$ cat src/rtl/updown_sweep_ctrl.sv
// updown_sweep_ctrl: sequences an external up/down counter through sawtooth or triangle sweeps
// Ports: clk/rst_n clock and async active-low reset; cfg_* sweep bounds, mode and pass count
// (latched by cfg_we in IDLE); start/stop run control; cnt_q counter value in; cnt_en, cnt_load,
// cnt_up, cnt_data counter controls out; busy, done, err, pass_cnt status.
module updown_sweep_ctrl #(
  parameter int WIDTH  = 4,
  parameter int PASS_W = 4
) (
  input  logic              clk,
  input  logic              rst_n,
  input  logic              cfg_we,
  input  logic [WIDTH-1:0]  cfg_lo,
  input  logic [WIDTH-1:0]  cfg_hi,
  input  logic              cfg_mode,
  input  logic [PASS_W-1:0] cfg_passes,
  input  logic              start,
  input  logic              stop,
  input  logic [WIDTH-1:0]  cnt_q,
  output logic              cnt_en,
  output logic              cnt_load,
  output logic              cnt_up,
  output logic [WIDTH-1:0]  cnt_data,
  output logic              busy,
  output logic              done,
  output logic              err,
  output logic [PASS_W-1:0] pass_cnt
);
  typedef enum logic [2:0] {IDLE, LOAD, RUN_UP, RUN_DN, DONE} state_t;
  state_t            r_state;
  logic [WIDTH-1:0]  r_lo, r_hi;
  logic              r_mode, r_err;
  logic [PASS_W-1:0] r_passes, r_pass_cnt;
  logic              w_at_hi, w_at_lo, w_eop;
  logic [PASS_W-1:0] w_pc_nx;
  state_t            w_end_state;
  assign w_at_hi = cnt_q == r_hi;
  assign w_at_lo = cnt_q == r_lo;
  // a pass ends at hi in sawtooth, or back at lo in triangle
  assign w_eop = (r_state == RUN_UP && w_at_hi && !r_mode) || (r_state == RUN_DN && w_at_lo);
  assign w_pc_nx = r_pass_cnt + PASS_W'(1);
  // passes_reg of zero means run until stopped
  assign w_end_state = (r_passes != '0 && w_pc_nx == r_passes) ? DONE : (r_mode ? RUN_UP : LOAD);
  always_ff @(posedge clk or negedge rst_n) begin
    if (!rst_n) begin
      r_state    <= IDLE;
      r_lo       <= '0;
      r_hi       <= '0;
      r_mode     <= 1'b0;
      r_passes   <= '0;
      r_pass_cnt <= '0;
      r_err      <= 1'b0;
    end else if (r_state == IDLE) begin
      if (cfg_we) begin
        r_lo     <= cfg_lo;
        r_hi     <= cfg_hi;
        r_mode   <= cfg_mode;
        r_passes <= cfg_passes;
        r_err    <= 1'b0;
      end
      if (start && !stop) begin
        if (r_lo > r_hi) r_err <= 1'b1;
        else begin
          r_err      <= 1'b0;
          r_pass_cnt <= '0;
          r_state    <= LOAD;
        end
      end
    end else if (stop) r_state <= IDLE;
    else if (w_eop) begin
      r_pass_cnt <= w_pc_nx;
      r_state    <= w_end_state;
    end else if (r_state == LOAD) r_state <= RUN_UP;
    else if (r_state == RUN_UP && w_at_hi) r_state <= RUN_DN;
    else if (r_state == DONE) r_state <= IDLE;
  end
  // enable and load are Mealy so the counter freezes on the endpoint and on stop in the same cycle
  assign cnt_en   = !stop && ((r_state == RUN_UP && !w_at_hi) || (r_state == RUN_DN && !w_at_lo));
  assign cnt_load = !stop && r_state == LOAD;
  assign cnt_up   = r_state == LOAD || r_state == RUN_UP;
  assign cnt_data = r_lo;
  assign busy     = r_state != IDLE;
  assign done     = r_state == DONE;
  assign err      = r_err;
  assign pass_cnt = r_pass_cnt;
endmodule

$ cat config.mk
export PLATFORM = sky130hd
export DESIGN_NAME = updown_sweep_ctrl
export DESIGN_NICKNAME = d
export VERILOG_FILES = /design/src/rtl/updown_sweep_ctrl.sv
export SDC_FILE = /design/constraint.sdc
export NUM_CORES = 1
export LEC_CHECK = 0
export BUFFER_PORTS_ARGS = -buffer_cell sky130_fd_sc_hd__buf_2
export CAP_MARGIN = 20
export CORE_MARGIN = 1.5
export CORE_UTILIZATION = 54
export DETAILED_ROUTE_END_ITERATION = 16
export GPL_TIMING_DRIVEN = 0
export PLACE_DENSITY = 0.93
export SLEW_MARGIN = 20
export SYNTH_ARGS = -nofsm -noshare
export SYNTH_HDL_FRONTEND = slang
export SYNTH_SLANG_ARGS = --single-unit
$ cat constraint.sdc
create_clock -name clk -period 4.8 [get_ports clk]
set_input_delay 0.72 -clock clk [delete_from_list [all_inputs] [get_ports clk]]
set_output_delay 0.72 -clock clk [all_outputs]
set_load 0.1 [all_outputs]
==> results.py, run 1 <==
metrics = {
    "clock_tree": {
        "cts_max_level": 1,
        "root_buffer": "clkbuf_4",
        "cts_buffer_depth": 2,
        "cts-resized-gates": 0,
        "cts_sinks": 21,
        "cts_tree": "yes",
        "cts_made_buffers": 3,
        "clk_latency_ns": 0.31,
        "ctsHoldBuffers": 0,
        "clkTransAtPathRegs_ns": 0.13,
        "post_cts_buffers": 0,
    },
    "timing": {
        "fin_crit_ns": 2.68,
        "period_share_pct": 55.9,
        "tightest_slew_ns": 0.516,
        "clock.fmax_ghz": 0.373,
        "rsz0062_at_grt": "no",
        "final-hold-violation-count": 0,
        "setup_viol": 0,
        "drv_slew": 0,
        "fin_tns_setup_ns": 0,
        "finalClockSkew_ns": 0.0105,
        "relSlewSlack_pct": 65.3,
    },
    "worst_setup_path": {
        "cp-start-kind": "input pin",
        "cpPeakStageDelay_ns": 0.46,
        "path_delay_family": "buffers and inverters",
        "path_class": "in2out",
        "critPathSlowestCell": "buf_2",
        "cp.arrival_ns": 1.96,
        "crit_buf_inv": 3,
        "worstPathMaxFanout": 10,
        "cpMostUsedCell": "clkbuf_1",
        "end_kind": "output pin",
        "crit_chain": "clkbuf_1 -> clkbuf_1 -> nor4_2 -> buf_2",
        "crit_required_ns": 4.08,
    },
    "route": {
        "drt_wl_total_um": 3040,
        "first_pass_iters": 4,
        "drc_errors": 0,
        "postRouteAntennaNets": 0,
        "vias_per_cell": 5.73,
        "vias": 1174,
        "wl_per_cell_um": 14.8,
        "drtIter0Drc": 24,
    },
    "floorplan": {
        "io_pins": 36,
        "die-area_mm2": 0.00278,
        "die_h_um": 52.7,
        "design.core.area_mm2": 0.00228,
        "dieWidth_um": 52.7,
        "start_util_pct": 58.7,
        "rows": 17,
    },
    "logic_synthesis": {
        "synth.area.top_cells": "dfrtp_1, xnor2_1, mux2_2",
        "syn_nets": 166,
        "synth_top_area_share_pct": 39.4,
        "synth_warnings": 0,
        "syn_inst": 139,
        "syn_avg_cell_area_um2": 9.60,
        "yosysTopAreaCell": "dfrtp_1",
        "synth_seq_cells": 21,
        "ys_seq_area_share_pct": 39.4,
        "syn_area_mm2": 0.00134,
        "synth_cell_type_count": 39,
    },
    "grt": {
        "grt_max_degree": 22,
        "antenna_found_initial": 0,
        "grt_pass1_vias": 1129,
        "grt_pass1_wl_um": 4950,
        "overflow": 0,
        "track_usage_pct": 24.2,
    },
    "placement": {
        "hpwl_um": 2400,
        "gp_congestion": 0.828,
        "io_buffers": 34,
    },
    "status": {
        "outcome": "completed",
    },
    "finish": {
        "syn2layout_area_growth_pct": 17.9,
        "antenna_cells": 0,
        "nNetsFinal": 205,
        "layout_commonest_cell": "buf_2",
        "drive_gt1_share_pct": 31.6,
        "final_cell_mix": "buf_2, dfrtp_1, o21ai_0",
    },
    "job": {
        "drv_cap": 0,
    },
    "min_path": {
        "worst_hold_path_type": "in2async",
    },
}
-- synthesized netlist by cell type, drive strengths merged --
library cell,instances
dfrtp,21
o21ai,13
xnor2,12
nor2,10
inv,9
mux2,9
nand2,9
ha,5
nor3,5
a21oi,3
buf,3
clkbuf,3
mux2i,3
nand2b,3
nand4,3
nor4,3
o21a,3
or3,3
o32ai,2
xor2,2
a211oi,1
a221o,1
a221oi,1
a22oi,1
and2,1
and3,1
nand3,1
nor2b,1
nor3b,1
o21ba,1
o221ai,1
o22ai,1
o31ai,1
o32a,1
or4,1
-- kinds of logic after synthesis --
kind of cell	synth area share (%)
and+or+nand+nor	16.8
DFF	39.4
muxes	10.1
AOI/OAI and AO/OA	14.8
adders and majority gates	4.69
buffers and inverters	4.50
xor gates and xnor gates	9.75
-- final timing paths --
kind / to / startpoint / slack (ns) / cells past startpoint
min in group clk: err / err / 0.51 / 2
min reg2reg: err / err / 0.51 / 2
max reg2reg: pass_cnt[0] / cnt_data[3] / 2.79 / 5
max in group asynchronous: r_hi[2] / rst_n / 4.14 / 1
min: r_passes[0] / rst_n / 0.33 / 1
max: cnt_en / stop / 2.12 / 4
-- cell type report --
type,count,area [um^2]
timing repair buffer,34,170
inverter,9,33.8
multi-input combinational,103,756
clock buffer,3,22.5
sequential,21,526
tap,28,35.0
clock inverter,1,5.00
fill,176,702
buffer,6,26.3
-- through the flow --
stage | worst slack [ns] | std cells | hold WS [ns] | utilization (%) | instance area (um^2)
floorplan | 0.904 | 139 | 0.424 | - | 1340
global placement | 2.17 | 201 | 0.466 | 67.9 | 1550
detailed placement | 2.13 | 201 | 0.481 | 67.9 | 1550
CTS | 2.13 | 205 | 0.356 | 69.2 | 1570
global route | 2.05 | 205 | 0.344 | 69.2 | 1570
finish | 2.12 | 205 | 0.332 | 69.2 | 1570
-- sequential cells by signal, indices dropped and copies added, names as in the netlist --
name / count
cnt_data: 4
err: 1
pass_cnt: 4
r_hi: 4
r_mode: 1
r_passes: 4
r_state: 3
-- layer usage --
| layer | up-vias | part of all wire (%) | GRT usage (%) |
|---|---|---|---|
| li1 | 571 | - | - |
| met1 | 556 | 43 | 30.4 |
| met2 | 41 | 51 | 42.1 |
| met3 | 6 | 4.3 | 2.29 |
| met4 | 0 | 1.6 | 10.3 |
| met5 | - | 0 | 0 |
Power of run 1 is left out: the tool's default activity adds up to more than one toggle a clock period on the data nets, which glitch-free logic cannot reach.
==> inputs of run 2 (changes only) <==
--- a/config.mk
+++ b/config.mk
@@ -8,10 +8,10 @@
 export BUFFER_PORTS_ARGS = -buffer_cell sky130_fd_sc_hd__buf_2
 export CAP_MARGIN = 20
 export CORE_MARGIN = 1.5
-export CORE_UTILIZATION = 54
+export CORE_UTILIZATION = 52
 export DETAILED_ROUTE_END_ITERATION = 16
 export GPL_TIMING_DRIVEN = 0
-export PLACE_DENSITY = 0.93
+export PLACE_DENSITY = 0.9
 export SLEW_MARGIN = 20
 export SYNTH_ARGS = -nofsm -noshare
 export SYNTH_HDL_FRONTEND = slang
==> constraint.sdc (replaced) <==
create_clock -name clk -period 2.7 [get_ports clk]
set_input_delay 0.405 -clock clk [delete_from_list [all_inputs] [get_ports clk]]
set_output_delay 0.405 -clock clk [all_outputs]
set_load 0.1 [all_outputs]
==> results.py, run 2 (same netlist as run 1, synthesis figures left out) <==
metrics = {
    "grt": {
        "antenna_found_initial": 0,
        "grt_pass1_wl_um": 5200,
        "grt_pass1_vias": 1192,
        "grt_max_degree": 22,
        "overflow": 0,
        "track_usage_pct": 25.2,
    },
    "timing": {
        "final-hold-violation-count": 0,
        "relSlewSlack_pct": 63.8,
        "period_share_pct": 86.3,
        "drv_slew": 0,
        "fin_crit_ns": 2.33,
        "finalClockSkew_ns": 0.00548,
        "setup_viol": 0,
        "rsz0062_at_grt": "no",
        "fin_tns_setup_ns": 0,
        "clock.fmax_ghz": 0.429,
        "tightest_slew_ns": 0.543,
    },
    "clock_tree": {
        "cts-resized-gates": 0,
        "root_buffer": "clkbuf_4",
        "cts_max_level": 1,
        "clk_latency_ns": 0.32,
        "cts_made_buffers": 3,
        "cts_buffer_depth": 2,
        "cts_sinks": 21,
        "post_cts_buffers": 0,
        "cts_tree": "yes",
        "clkTransAtPathRegs_ns": 0.13,
        "ctsHoldBuffers": 0,
    },
    "worst_setup_path": {
        "crit_buf_inv": 1,
        "end_kind": "output pin",
        "worstSetupStartpoint": "r_hi[0]",
        "path_delay_family": "simple AND/OR/NAND/NOR gates",
        "worstPathMaxFanout": 6,
        "path_class": "reg2out",
        "cp-start-kind": "register",
        "cp.arrival_ns": 1.92,
        "crit_chain": "xnor2_1 -> nand4_1 -> nor2_1 -> nor4_4 -> buf_2",
        "r2r-start": "r_state[1]",
        "critPathSlowestCell": "dfrtp_1",
        "cpPeakStageDelay_ns": 0.44,
        "crit_required_ns": 2.30,
    },
    "finish": {
        "final_cell_mix": "buf_2, dfrtp_1, o21ai_0",
        "syn2layout_area_growth_pct": 19.1,
        "antenna_cells": 0,
        "nNetsFinal": 205,
        "layout_commonest_cell": "buf_2",
        "drive_gt1_share_pct": 32.2,
    },
    "floorplan": {
        "dieWidth_um": 53.7,
        "die-area_mm2": 0.00288,
        "design.core.area_mm2": 0.00245,
        "die_h_um": 53.7,
        "start_util_pct": 54.4,
        "io_pins": 36,
        "rows": 18,
    },
    "route": {
        "vias_per_cell": 5.98,
        "first_pass_iters": 4,
        "drt_wl_total_um": 3270,
        "drtIter0Drc": 31,
        "drc_errors": 0,
        "vias": 1238,
        "postRouteAntennaNets": 0,
        "wl_per_cell_um": 15.8,
    },
    "job": {
        "drv_cap": 0,
    },
    "placement": {
        "hpwl_um": 2460,
        "gp_congestion": 0.892,
        "io_buffers": 34,
    },
    "min_path": {
        "worst_hold_path_type": "in2async",
    },
    "status": {
        "outcome": "completed",
    },
}
run 2: cell counts in the layout (fill, tap and decap cells not counted):
No cell type changed its count.
run 2: metal layers:
metal | vias up | global-route usage [%] | part of all wire (%)
met5 | - | 0 | 0
li1 | 578 | - | -
met1 | 591 | 31.4 | 41
met4 | 0 | 11.1 | 2.3
met2 | 58 | 42.3 | 50
met3 | 11 | 4.72 | 6.6
run 2: final timing paths:
kind	endpoint	slack, ns	cells after the start
setup / recovery	cnt_en	0.37	5
hold reg to reg	pass_cnt[3]	0.52	1
min in group clk	cnt_data[0]	0.29	3
max in group asynchronous	pass_cnt[3]	2.34	1
setup reg to reg	r_hi[1]	0.55	7
hold / removal	cnt_data[3]	0.03	1
run 2: worst register-to-register path, delay by kind of cell (launching register included):
kind | cells | cell delay, ns
buffers and inverters | 3 | 0.72
flip-flops | 1 | 0.37
AO/OA/AOI/OAI | 1 | 0.15
AND/OR/NAND/NOR | 3 | 0.81
run 2: stage by stage:
step | instances | hold WS, ns | instance area, um^2 | setup slack (ns) | utilization (%)
after global routing | 207 | 0.0541 | 1590 | 0.321 | 64.8
after detailed placement | 203 | 0.387 | 1560 | 0.618 | 63.7
after floorplan | 139 | 0.109 | 1360 | -0.102 | -
final | 207 | 0.0260 | 1590 | 0.371 | 64.8
after global placement | 203 | 0.376 | 1560 | 0.622 | 63.7
after CTS | 207 | 0.0397 | 1590 | 0.420 | 64.8
run 2: cell type report:
class / instances / area (um^2)
Buffer: 6 / 26.3
Clock buffer: 3 / 22.5
Clock inverter: 1 / 5.00
Fill cell: 205 / 865
Inverter: 9 / 33.8
Multi-Input combinational cell: 103 / 769
Sequential cell: 21 / 526
Tap cell: 30 / 37.5
Timing Repair Buffer: 34 / 170
Power of run 2 is left out for the same reason.
==> inputs of run 3 (changes only) <==
--- a/config.mk
+++ b/config.mk
@@ -12,6 +12,7 @@
 export DETAILED_ROUTE_END_ITERATION = 16
 export GPL_TIMING_DRIVEN = 0
 export PLACE_DENSITY = 0.9
+export RECOVER_POWER = 25
 export SLEW_MARGIN = 20
 export SYNTH_ARGS = -nofsm -noshare
 export SYNTH_HDL_FRONTEND = slang
==> results.py, run 3 (same netlist as run 1, synthesis figures left out) <==
metrics = {
    "clock_tree": {
        "cts_made_buffers": 3,
        "cts_sinks": 21,
        "cts-resized-gates": 0,
        "cts_tree": "yes",
        "ctsHoldBuffers": 0,
        "clk_latency_ns": 0.32,
        "cts_max_level": 1,
        "root_buffer": "clkbuf_4",
        "cts_buffer_depth": 2,
        "post_cts_buffers": 0,
        "clkTransAtPathRegs_ns": 0.13,
    },
    "finish": {
        "drive_gt1_share_pct": 31.6,
        "antenna_cells": 0,
        "final_cell_mix": "buf_2, dfrtp_1, o21ai_0",
        "layout.cells.non_filler": 207,
        "layout_commonest_cell": "buf_2",
        "nNetsFinal": 205,
        "register_area_um2": 526,
        "syn2layout_area_growth_pct": 19.0,
        "num-fill-cells": 206,
        "multiInputGateArea_um2": 769,
    },
    "worst_setup_path": {
        "ff2ff_setup_slack_ns": 0.56,
        "end_kind": "output pin",
        "worstPathMaxFanout": 6,
        "cpPeakStageDelay_ns": 0.44,
        "path_delay_family": "simple AND/OR/NAND/NOR gates",
        "cp.arrival_ns": 1.92,
        "cp-start-kind": "register",
        "critPathSlowestCell": "dfrtp_1",
        "crit_required_ns": 2.30,
        "path_class": "reg2out",
        "crit_buf_inv": 1,
        "crit_chain": "xnor2_1 -> nand4_1 -> nor2_1 -> nor4_4 -> buf_2",
    },
    "timing": {
        "relSlewSlack_pct": 21.7,
        "drv_slew": 0,
        "fin_crit_ns": 2.32,
        "holdWs_ns": 0.286,
        "fin_ws_ns": 0.377,
        "finalClockSkew_ns": 0.00617,
        "period_share_pct": 86.0,
        "rsz0062_at_grt": "no",
        "clock.fmax_ghz": 0.430,
        "final-hold-violation-count": 0,
        "tightest_slew_ns": 1.17,
        "setup_viol": 0,
    },
    "placement": {
        "pre_cts_slack_ns": 0.618,
        "io_buffers": 34,
        "dp.cells": 203,
        "gp_congestion": 0.892,
        "hpwl_um": 2460,
    },
    "route": {
        "drtIter0Drc": 31,
        "first_pass_iters": 4,
        "wl_per_cell_um": 15.8,
        "vias_per_cell": 5.98,
        "postRouteAntennaNets": 0,
        "vias": 1238,
        "drt_wl_total_um": 3270,
        "drc_errors": 0,
    },
    "floorplan": {
        "die-area_mm2": 0.00288,
        "rows": 18,
        "dieWidth_um": 53.7,
        "io_pins": 36,
        "die_h_um": 53.7,
        "design.core.area_mm2": 0.00245,
        "start_util_pct": 54.4,
    },
    "grt": {
        "overflow": 0,
        "grt_max_degree": 22,
        "grt_pass1_wl_um": 5200,
        "antenna_found_initial": 0,
        "grt_pass1_vias": 1192,
        "track_usage_pct": 25.2,
    },
    "job": {
        "drv_cap": 0,
    },
    "status": {
        "outcome": "completed",
    },
    "min_path": {
        "worst_hold_path_type": "in2async",
    },
}
==> run 3: cell types whose count changed in the layout (fill, tap and decap cells not counted), sizes merged <==
cell | before | now
clkbuf | 6 | 7
buf | 37 | 36
==> run 3: layout make-up <==
type | instances | share of cell area, %
multi-input cells | 103 | 48.4
flip-flops and latches | 21 | 33.1
repair buffers | 34 | 10.6
well taps | 30 | 2.36
inverters | 9 | 2.13
plain buffers | 6 | 1.65
clock buffers | 3 | 1.42
clock inverters | 1 | 0.315
==> run 3: worst reg2reg max path, delay by kind of cell (launching register included) <==
kind,cells,cell delay (ns)
and+or+nand+nor,3,0.80
buffers and inverters,3,0.73
AOI/OAI and AO/OA,1,0.15
DFF,1,0.38
==> run 3: per-stage QoR <==
| step | instance area [um^2] | setup TNS (ns) | util [%] |
|---|---|---|---|
| 6_report | 1590 | 0 | 64.7 |
| 5_1_grt | 1590 | 0 | 64.7 |
| 4_1_cts | 1590 | 0 | 64.8 |
| 3_5_place_dp | 1560 | 0 | 63.7 |
| 3_3_place_gp | 1560 | 0 | 63.7 |
| 2_1_floorplan | 1360 | -0.102 | - |
==> run 3: final timing paths <==
kind / from / end / cells past startpoint
worst max-delay path: r_hi[0] / cnt_en / 5
worst min-delay path: rst_n / cnt_data[3] / 1
worst max register to register: r_state[1] / r_hi[1] / 7
worst min register to register: pass_cnt[3] / pass_cnt[3] / 1
max in group asynchronous: rst_n / pass_cnt[1] / 1
min in group clk: cfg_lo[0] / cnt_data[0] / 3
==> run 3: per-layer routing <==
metal,global-route usage (%),part of all wire [%]
met4,11.1,2.1
met3,4.72,7.3
met5,0,0
met2,42.3,51
met1,31.4,40
Power of run 3 is left out for the same reason.
